$ cat src/rtl/pipeline_sequencer_pkg.sv
// ----------------------------------------------------------------------------
// pipeline_defs
//   Shared definitions for the 3-stage pipeline sequencer: opcode constants,
//   FSM state encoding, register index width and a writeback-class decode
//   helper used by both the sequencer and the hazard decode.
// ----------------------------------------------------------------------------
package pipeline_defs;

   localparam int REG_W = 3;

   localparam logic [1:0] OP_ALU = 2'b00;
   localparam logic [1:0] OP_IMM = 2'b01;
   localparam logic [1:0] OP_JMP = 2'b10;
   localparam logic [1:0] OP_HLT = 2'b11;

   typedef enum logic [2:0] {
      ST_IDLE   = 3'd0,
      ST_RUN    = 3'd1,
      ST_FLUSH  = 3'd2,
      ST_DRAIN  = 3'd3,
      ST_HALTED = 3'd4
   } seq_state_t;

   // ALU register and ALU immediate are the only classes that write back;
   // flushed slots carry OP_HLT and therefore never do.
   function automatic logic is_writeback(input logic [1:0] op);
      return (op == OP_ALU) || (op == OP_IMM);
   endfunction

endpackage

$ cat src/rtl/pipeline_sequencer_hazard_detect.sv
// ----------------------------------------------------------------------------
// hazard_detect
//   Combinational writeback / forwarding decode, shared with the datapath
//   forwarding mux.
// Ports:
//   id_opcode, exe_opcode : opcodes held in ID/EX and EX/WB
//   id_rSrc, exe_rDest    : source of the ID/EX op, destination of the EX/WB op
//   write_reg             : EX/WB result is written to the register file
//   fwd_sel               : ALU operand A must take the EX/WB result
// ----------------------------------------------------------------------------
module hazard_detect
   import pipeline_defs::*;
(
   input  logic [1:0]       id_opcode,
   input  logic [1:0]       exe_opcode,
   input  logic [REG_W-1:0] id_rSrc,
   input  logic [REG_W-1:0] exe_rDest,
   output logic             write_reg,
   output logic             fwd_sel
);

   logic wb_s;
   logic id_uses_src_s;

   assign wb_s          = is_writeback(exe_opcode);
   assign id_uses_src_s = is_writeback(id_opcode);

   // Forward only when the producer really writes and the consumer really reads a register.
   assign write_reg = wb_s;
   assign fwd_sel   = wb_s && id_uses_src_s && (exe_rDest == id_rSrc);

endmodule

$ cat src/rtl/pipeline_sequencer.sv
// ----------------------------------------------------------------------------
// pipeline_sequencer
//   Central sequencer for the IF/ID -> ID/EX -> EX/WB pipeline. Runs an
//   IDLE/RUN/FLUSH/DRAIN/HALTED state machine that drives the PC enable, the
//   jump select and the per-stage flushes, and counts retired instructions.
// Ports:
//   clk, reset            : clock, asynchronous active-low reset
//   run_en                : level, leave IDLE
//   resume                : pulse, leave HALTED
//   if/id/exe_opcode      : opcodes held in the three pipeline registers
//   id_rSrc, exe_rDest    : register indices for forwarding
//   pc_en, pc_jump_sel    : PC advance / PC loads the jump target
//   if_id/id_ex/ex_wb_flush : bubble insertion per stage register
//   write_reg, fwd_sel    : register-file write enable, ALU operand A select
//   halted                : sequencer is in HALTED
//   retired               : wrapping count of writebacks
// ----------------------------------------------------------------------------
module pipeline_sequencer
   import pipeline_defs::*;
#(
   parameter int FLUSH_CYCLES = 1,
   parameter int DRAIN_CYCLES = 2,
   parameter int CNT_W        = 16
) (
   input  logic             clk,
   input  logic             reset,
   input  logic             run_en,
   input  logic             resume,
   input  logic [1:0]       if_opcode,
   input  logic [1:0]       id_opcode,
   input  logic [1:0]       exe_opcode,
   input  logic [REG_W-1:0] id_rSrc,
   input  logic [REG_W-1:0] exe_rDest,
   output logic             pc_en,
   output logic             pc_jump_sel,
   output logic             if_id_flush,
   output logic             id_ex_flush,
   output logic             ex_wb_flush,
   output logic             write_reg,
   output logic             fwd_sel,
   output logic             halted,
   output logic [CNT_W-1:0] retired
);

   localparam int CNT_MAX = (FLUSH_CYCLES > DRAIN_CYCLES) ? FLUSH_CYCLES : DRAIN_CYCLES;
   localparam int CW      = $clog2(CNT_MAX + 1);

   localparam logic [CW-1:0]    CNT_ONE = CW'(1'b1);
   localparam logic [CNT_W-1:0] RET_ONE = CNT_W'(1'b1);

   seq_state_t       state_r;
   logic [CW-1:0]    cnt_r;
   logic [CNT_W-1:0] retired_r;

   logic write_reg_s;
   logic fwd_sel_s;
   logic pc_en_s;
   logic pc_jump_sel_s;
   logic if_id_flush_s;
   logic id_ex_flush_s;
   logic ex_wb_flush_s;
   logic halted_s;

   hazard_detect u_hazard (
      .id_opcode  (id_opcode),
      .exe_opcode (exe_opcode),
      .id_rSrc    (id_rSrc),
      .exe_rDest  (exe_rDest),
      .write_reg  (write_reg_s),
      .fwd_sel    (fwd_sel_s)
   );

   // Sequencer state and shared flush/drain countdown.
   always_ff @(posedge clk or negedge reset) begin
      if (!reset) begin
         state_r <= ST_IDLE;
         cnt_r   <= '0;
      end else begin
         case (state_r)
            ST_IDLE: begin
               if (run_en) begin
                  state_r <= ST_RUN;
               end
            end
            ST_RUN: begin
               if (if_opcode == OP_JMP) begin
                  // A single bubble is covered by the jump cycle itself.
                  if (FLUSH_CYCLES > 1) begin
                     state_r <= ST_FLUSH;
                     cnt_r   <= CW'(FLUSH_CYCLES - 1);
                  end
               end else if (if_opcode == OP_HLT) begin
                  state_r <= ST_DRAIN;
                  cnt_r   <= CW'(DRAIN_CYCLES);
               end
            end
            ST_FLUSH: begin
               // Wrong-path jumps/halts arriving in IF/ID are ignored here.
               cnt_r <= cnt_r - CNT_ONE;
               if (cnt_r == CNT_ONE) begin
                  state_r <= ST_RUN;
               end
            end
            ST_DRAIN: begin
               cnt_r <= cnt_r - CNT_ONE;
               if (cnt_r == CNT_ONE) begin
                  state_r <= ST_HALTED;
               end
            end
            ST_HALTED: begin
               if (resume) begin
                  state_r <= ST_RUN;
               end
            end
            default: begin
               state_r <= ST_IDLE;
               cnt_r   <= '0;
            end
         endcase
      end
   end

   // Retired-instruction counter, wraps modulo 2^CNT_W.
   always_ff @(posedge clk or negedge reset) begin
      if (!reset) begin
         retired_r <= '0;
      end else if (write_reg_s) begin
         retired_r <= retired_r + RET_ONE;
      end else begin
         retired_r <= retired_r;
      end
   end

   // Pipeline control decode from state and the IF/ID opcode.
   always_comb begin
      pc_en_s       = 1'b0;
      pc_jump_sel_s = 1'b0;
      if_id_flush_s = 1'b0;
      id_ex_flush_s = 1'b0;
      ex_wb_flush_s = 1'b0;
      halted_s      = 1'b0;
      case (state_r)
         ST_IDLE: begin
            if_id_flush_s = 1'b1;
            id_ex_flush_s = 1'b1;
            ex_wb_flush_s = 1'b1;
         end
         ST_RUN: begin
            pc_en_s = 1'b1;
            if (if_opcode == OP_JMP) begin
               pc_jump_sel_s = 1'b1;
               if_id_flush_s = 1'b1;
            end else if (if_opcode == OP_HLT) begin
               // HALT stays in IF/ID; ID/EX gets a bubble behind it.
               pc_en_s       = 1'b0;
               id_ex_flush_s = 1'b1;
            end else begin
               pc_jump_sel_s = 1'b0;
            end
         end
         ST_FLUSH: begin
            pc_en_s       = 1'b1;
            if_id_flush_s = 1'b1;
         end
         ST_DRAIN: begin
            id_ex_flush_s = 1'b1;
         end
         ST_HALTED: begin
            halted_s      = 1'b1;
            id_ex_flush_s = 1'b1;
            ex_wb_flush_s = 1'b1;
            // Discard the HALT so the PC resumes at the following address.
            if (resume) begin
               if_id_flush_s = 1'b1;
            end else begin
               if_id_flush_s = 1'b0;
            end
         end
         default: begin
            if_id_flush_s = 1'b1;
            id_ex_flush_s = 1'b1;
            ex_wb_flush_s = 1'b1;
         end
      endcase
   end

   assign pc_en       = pc_en_s;
   assign pc_jump_sel = pc_jump_sel_s;
   assign if_id_flush = if_id_flush_s;
   assign id_ex_flush = id_ex_flush_s;
   assign ex_wb_flush = ex_wb_flush_s;
   assign write_reg   = write_reg_s;
   assign fwd_sel     = fwd_sel_s;
   assign halted      = halted_s;
   assign retired     = retired_r;

endmodule

$ cat config.mk
export PLATFORM = sky130hd
export DESIGN_NAME = pipeline_sequencer
export DESIGN_NICKNAME = d
export VERILOG_FILES = /design/src/rtl/pipeline_sequencer_pkg.sv /design/src/rtl/pipeline_sequencer_hazard_detect.sv /design/src/rtl/pipeline_sequencer.sv
export SDC_FILE = /design/constraint.sdc
export NUM_CORES = 1
export LEC_CHECK = 0
export BUFFER_PORTS_ARGS = -buffer_cell sky130_fd_sc_hd__buf_2
export CAP_MARGIN = 20
export CORE_ASPECT_RATIO = 1.4
export CORE_MARGIN = 2
export CORE_UTILIZATION = 50
export CTS_CLUSTER_DIAMETER = 100
export DETAILED_ROUTE_END_ITERATION = 8
export PLACE_DENSITY = 0.88
export REMOVE_ABC_BUFFERS = 1
export SETUP_SLACK_MARGIN = 0.15
export SYNTH_ARGS = -nofsm -noshare
export SYNTH_HDL_FRONTEND = slang
export SYNTH_SLANG_ARGS = --single-unit
$ cat constraint.sdc
create_clock -name clk -period 2.2 [get_ports clk]
set_input_delay 0.44 -clock clk [delete_from_list [all_inputs] [get_ports clk]]
set_output_delay 0.44 -clock clk [all_outputs]
set_load 0.01 [all_outputs]
## After elaboration in Yosys (flattened, before gate mapping)

Cells that the tools add are included.

- Output and inout bits: 24
- Register bits after elaboration: 21
- Input bits: 16
- Logic and storage cells: 56

- $add $sub $neg: 2
- Reductions and logical operators: 12
- Muxes and demuxes: 22
- Eq/ne operators: 16
- Bitwise gates (word level): 1

Operator list:

| kind | number |
|---|---|
| 3-bit two-way mux | 6 |
| 16-bit by 1-bit adder with 16-bit output, second input constant | 1 |
| 3-bit one-hot mux with 5 select lines | 1 |
| 2-bit inequality test, second input constant | 6 |
| 1-bit two-way mux | 9 |
| 2-bit by 1-bit equality test with 1-bit output, second input constant | 3 |
| 3-bit by 2-bit equality test with 1-bit output, second input constant | 2 |
| 2-bit one-hot mux with 3 select lines | 1 |
| 6-bit AND reduction | 1 |
| 2-bit equality test, second input constant | 2 |
| 2-bit logical NOT | 2 |
| 2-bit two-way mux | 2 |
| 1-bit one-hot mux with 2 select lines | 2 |
| 2-bit OR reduction | 2 |
| 3-bit by 1-bit equality test with 1-bit output, second input constant | 1 |
| 3-bit equality test | 1 |
| 3-bit equality test, second input constant | 1 |
| 3-bit logical NOT | 1 |
| 1-bit one-hot mux with 3 select lines | 1 |
| 3-bit AND reduction | 1 |
| 3-bit OR reduction | 1 |
| 1-bit logical AND | 2 |
| 1-bit logical OR | 2 |
| 2-bit by 1-bit subtractor with 2-bit output, second input constant | 1 |
| 1-bit NOT | 1 |

## Logic depth before layout (Yosys ltp)

- Word-level depth: 4
- Depth in mapped cells: 5
- Mapped depth without buffers: 5

## Cells and area by module

Synthesis repeated with hierarchy kept, for this count alone.

- Cells, all modules: 107
- Area, all modules: 1088.5 µm²

Modules (own cells, without submodules):

| module | cells an instance | area each (µm²) | instances | seq. area each (µm²) |
|---|---|---|---|---|
| pipeline_sequencer | 101 | 1046.0 | 1 | 525.5 |
| hazard_detect | 6 | 42.5 | 1 | 0.0 |

## Worst setup path before layout

Ideal clock, no wire load.

- Path kind: input to output
- From: input port if_opcode[0]
- To: output port if_id_flush
- Setup slack: 0.609 ns
- Cell stages on the path: 2
- Buffers on the path: 0
- Required time: 1.760 ns
- Arrival: 1.151 ns
- Path through: or3b_2 -> a31oi_1

- Cells in the longest elaborated chain, start to end: 3

RTL lines:

| element | RTL line | RTL |
|---|---|---|
| start: declaration | pipeline_sequencer.sv:29 | `input logic [1:0] if_opcode,` |
| 2-bit equality test | pipeline_sequencer.sv:150 | `if (if_opcode == OP_JMP) begin` |
| 1-bit two-way mux | pipeline_sequencer.sv:150 |  |
| 1-bit one-hot mux with 3 select lines | pipeline_sequencer.sv:142 | `case (state_r)` |
| end: declaration | pipeline_sequencer.sv:36 | `output logic if_id_flush,` |

Every way passes these cells.

## Worst setup path after layout

- From: register state_r[0]
- To: output port if_id_flush

- Cells in the longest elaborated chain, start to end: 2
- Elaborated cells between the ends (all ways): 4
- Classes of those cells: eq/ne (3); mux (1)

RTL lines:

| element | RTL line | RTL |
|---|---|---|
| start: declaration | pipeline_sequencer.sv:51 | `seq_state_t state_r;` |
| start signal: assignment | pipeline_sequencer.sv:76 | `state_r <= ST_IDLE;` |
| start signal: assignment | pipeline_sequencer.sv:82 | `state_r <= ST_RUN;` |
| start signal: assignment | pipeline_sequencer.sv:89 | `state_r <= ST_FLUSH;` |
| 3-bit equality test (tied with other cells) | pipeline_sequencer.sv:142 |  |
| 1-bit one-hot mux with 3 select lines (*) | pipeline_sequencer.sv:142 |  |

Mark *: on every way between the ends. The rest lies on a longest branch, timed or not.

==> impl_metrics.toml <==
[global_routing]
grt_util_all_layers_pct = 18.7
grt_pass1_wl_um = 3660
grt_pass1_vias = 843
grt_max_degree = 22
overflow = 0
antenna_found_initial = 0

[synth]
synth_cell_type_count = 31
yosys_register_bits = 21
postSynthAreaPerCell_um2 = 10.3
ys.warnings.count = 0
ys.flop_type = "dfrtp_1"
netlist_area_um2 = 1120
synthCells = 109
async_reset_ff_share_pct = 100
synth_edf_count = 0
synth_seq_area_share_pct = 47.0

[worst_setup_path]
r2r-end = "retired[14]"
path_depth = 4
max_stage_delay_ns = 0.49
cp-start-kind = "flip-flop"
crit_required_ns = 1.76
crit_slowest_cell = "dfrtp_2"
cp-startpoint = "state_r[0]"
arrival_ns = 1.50
critPathMaxFanout = 11
rr_worst_depth = 4
cp-endpoint = "if_id_flush"
endpoint_kind = "primary output"
cp_cell_sequence = "or3b_1, nor2_1, a31oi_1, buf_2"
r2r_slack_ns = 0.76
critPathKind = "flip-flop to primary output"
reg2reg_from = "retired[0]"
critPathTopFamily = "simple AND/OR/NAND/NOR gates"
path_buf_inv = 1

[min_path]
worstHoldPathType = "primary input to asynchronous set/reset pin"

[place]
dpl_worst_slack_ns = 0.438
gp_congestion = 0.810
place_inst = 165
place_area_um2 = 1320
io_buffers = 37
dp_hpwl_um = 1720

[cells_and_area]
antenna-diode-count = 0
final_nets = 169
area_growth_pct = 22.9
layout_common_cells = "buf_2 (37), dfrtp_1 (18), nand2_1 (12)"
fin_cells = 172
fin_area_um2 = 1380
layout-drive-gt1-share_pct = 36.7
layout_commonest_cell = "buf_2"

[timing]
setup_viol = 0
worstMarginPinSlew_ns = 0.459
rsz0062_at_grt = "false"
clock_skew_ns = 0.00505
report.final.hold_viol_count = 0
slew_viol_final = 0
timing.final.ws_setup_ns = 0.258
period_needed_ns = 1.94
max_freq_mhz = 515
slew_headroom_pct = 69.4
fin_setup_tns_ns = 0
finalCritPeriodShare_pct = 88.3

[floorplan]
ios = 40
die_h_um = 60.0
core-area_um2 = 2150
rows = 20
dieArea_um2 = 2640
die_width_um = 44.0
floorplan.initialDensity_pct = 52.0

[clock_tree]
cts_tree = "yes"
cts_buffers = 3
cts_buffer_depth = 2
clk_pin_slew_worst_paths_ns = 0.12
clock_latency_ns = 0.30
numClockSinks = 21
htree_levels = 1
root_buffer = "clkbuf_4"

[job]
drv_cap = 0

[pwr]
cellLeakagePower_nw = 0.723
ir_worst_vdd_uv = 649
power_density_nw_per_um2 = 1020

[routing]
drt_iter0_markers = 13
drc = 0
vias_per_cell = 5.39
ant_nets = 0
vias = 927
wl_per_cell_um = 13.1
first_pass_iters = 4
totalWireLength_um = 2250

[status]
status = "finished clean"
[synth_stat cells (3+ instances only)]
cell	n	area, µm²
nand4_1	3	18.8
xor2_1	9	78.8
a21oi_1	3	15.0
xnor2_1	9	78.8
nand2_1	12	45.0
nor3_1	4	20.0
nand3_1	3	15.0
nor4_2	4	50.1
inv_1	7	26.3
o21ai_0	4	20.0
nor2_1	7	26.3
dfrtp_1	21	526
[cells by family after synthesis]
logic type / share of synthesized area, %
and+or+nand+nor: 24.3
muxes: 1.01
adders and majority gates: 2.24
buffers and inverters: 3.47
DFF: 47.0
xor gates and xnor gates: 14.1
AOI/OAI and AO/OA: 7.94
[state kept, by name (all words and copies together), names as in the netlist]
signal and count:
cnt_r 2, retired 16, state_r 3
[metrics by stage]
stage	util (%)	power [mW]	hold slack, ns
2_1_floorplan	-	0.964	0.144
3_3_place_gp	61.3	1.14	0.405
3_5_place_dp	61.3	1.18	0.414
4_1_cts	63.3	1.39	0.0776
5_1_grt	63.9	1.51	0.0862
6_report	63.9	1.40	0.0636
[cell type report]
cell class / count / area (µm²)
tap: 22 / 27.5
clock inverter: 1 / 5.00
fill: 177 / 777
sequential: 21 / 529
timing repair buffer: 40 / 208
clock buffer: 3 / 22.5
multi-input combinational: 78 / 557
inverter: 7 / 26.3
[layer usage]
metal | part of all wire, % | vias to the layer above | GRT usage (%)
li1 | - | 458 | -
met1 | 39 | 440 | 20.9
met2 | 55 | 25 | 34.5
met3 | 4.0 | 4 | 2.72
met4 | 1.8 | 0 | 7.79
met5 | 0 | - | 0
[report_power, final]
group          internal [mW]  leakage, nW  switching (mW)
logic                  0.285        0.447           0.274
clock network         0.0678       0.0177           0.118
registers              0.492        0.258           0.159
[worst min path at each step]
stage / to / slack (ns) / cells past startpoint
after floorplan: cnt_r[0] / 0.14 / 0
after global placement: retired[12] / 0.41 / 1
after detailed placement: retired[12] / 0.41 / 1
after CTS: retired[13] / 0.08 / 1
after global routing: retired[15] / 0.09 / 1
final: retired[15] / 0.06 / 1
[timing repair]
item,4_1_cts,5_1_grt
hold buffers,0,0
setup buffers,2,1
cloned,0,0
endpoints found under the setup margin,1,1
pin swaps,0,1
gates resized for setup,1,3
Power figures use the tool's default switching activity.
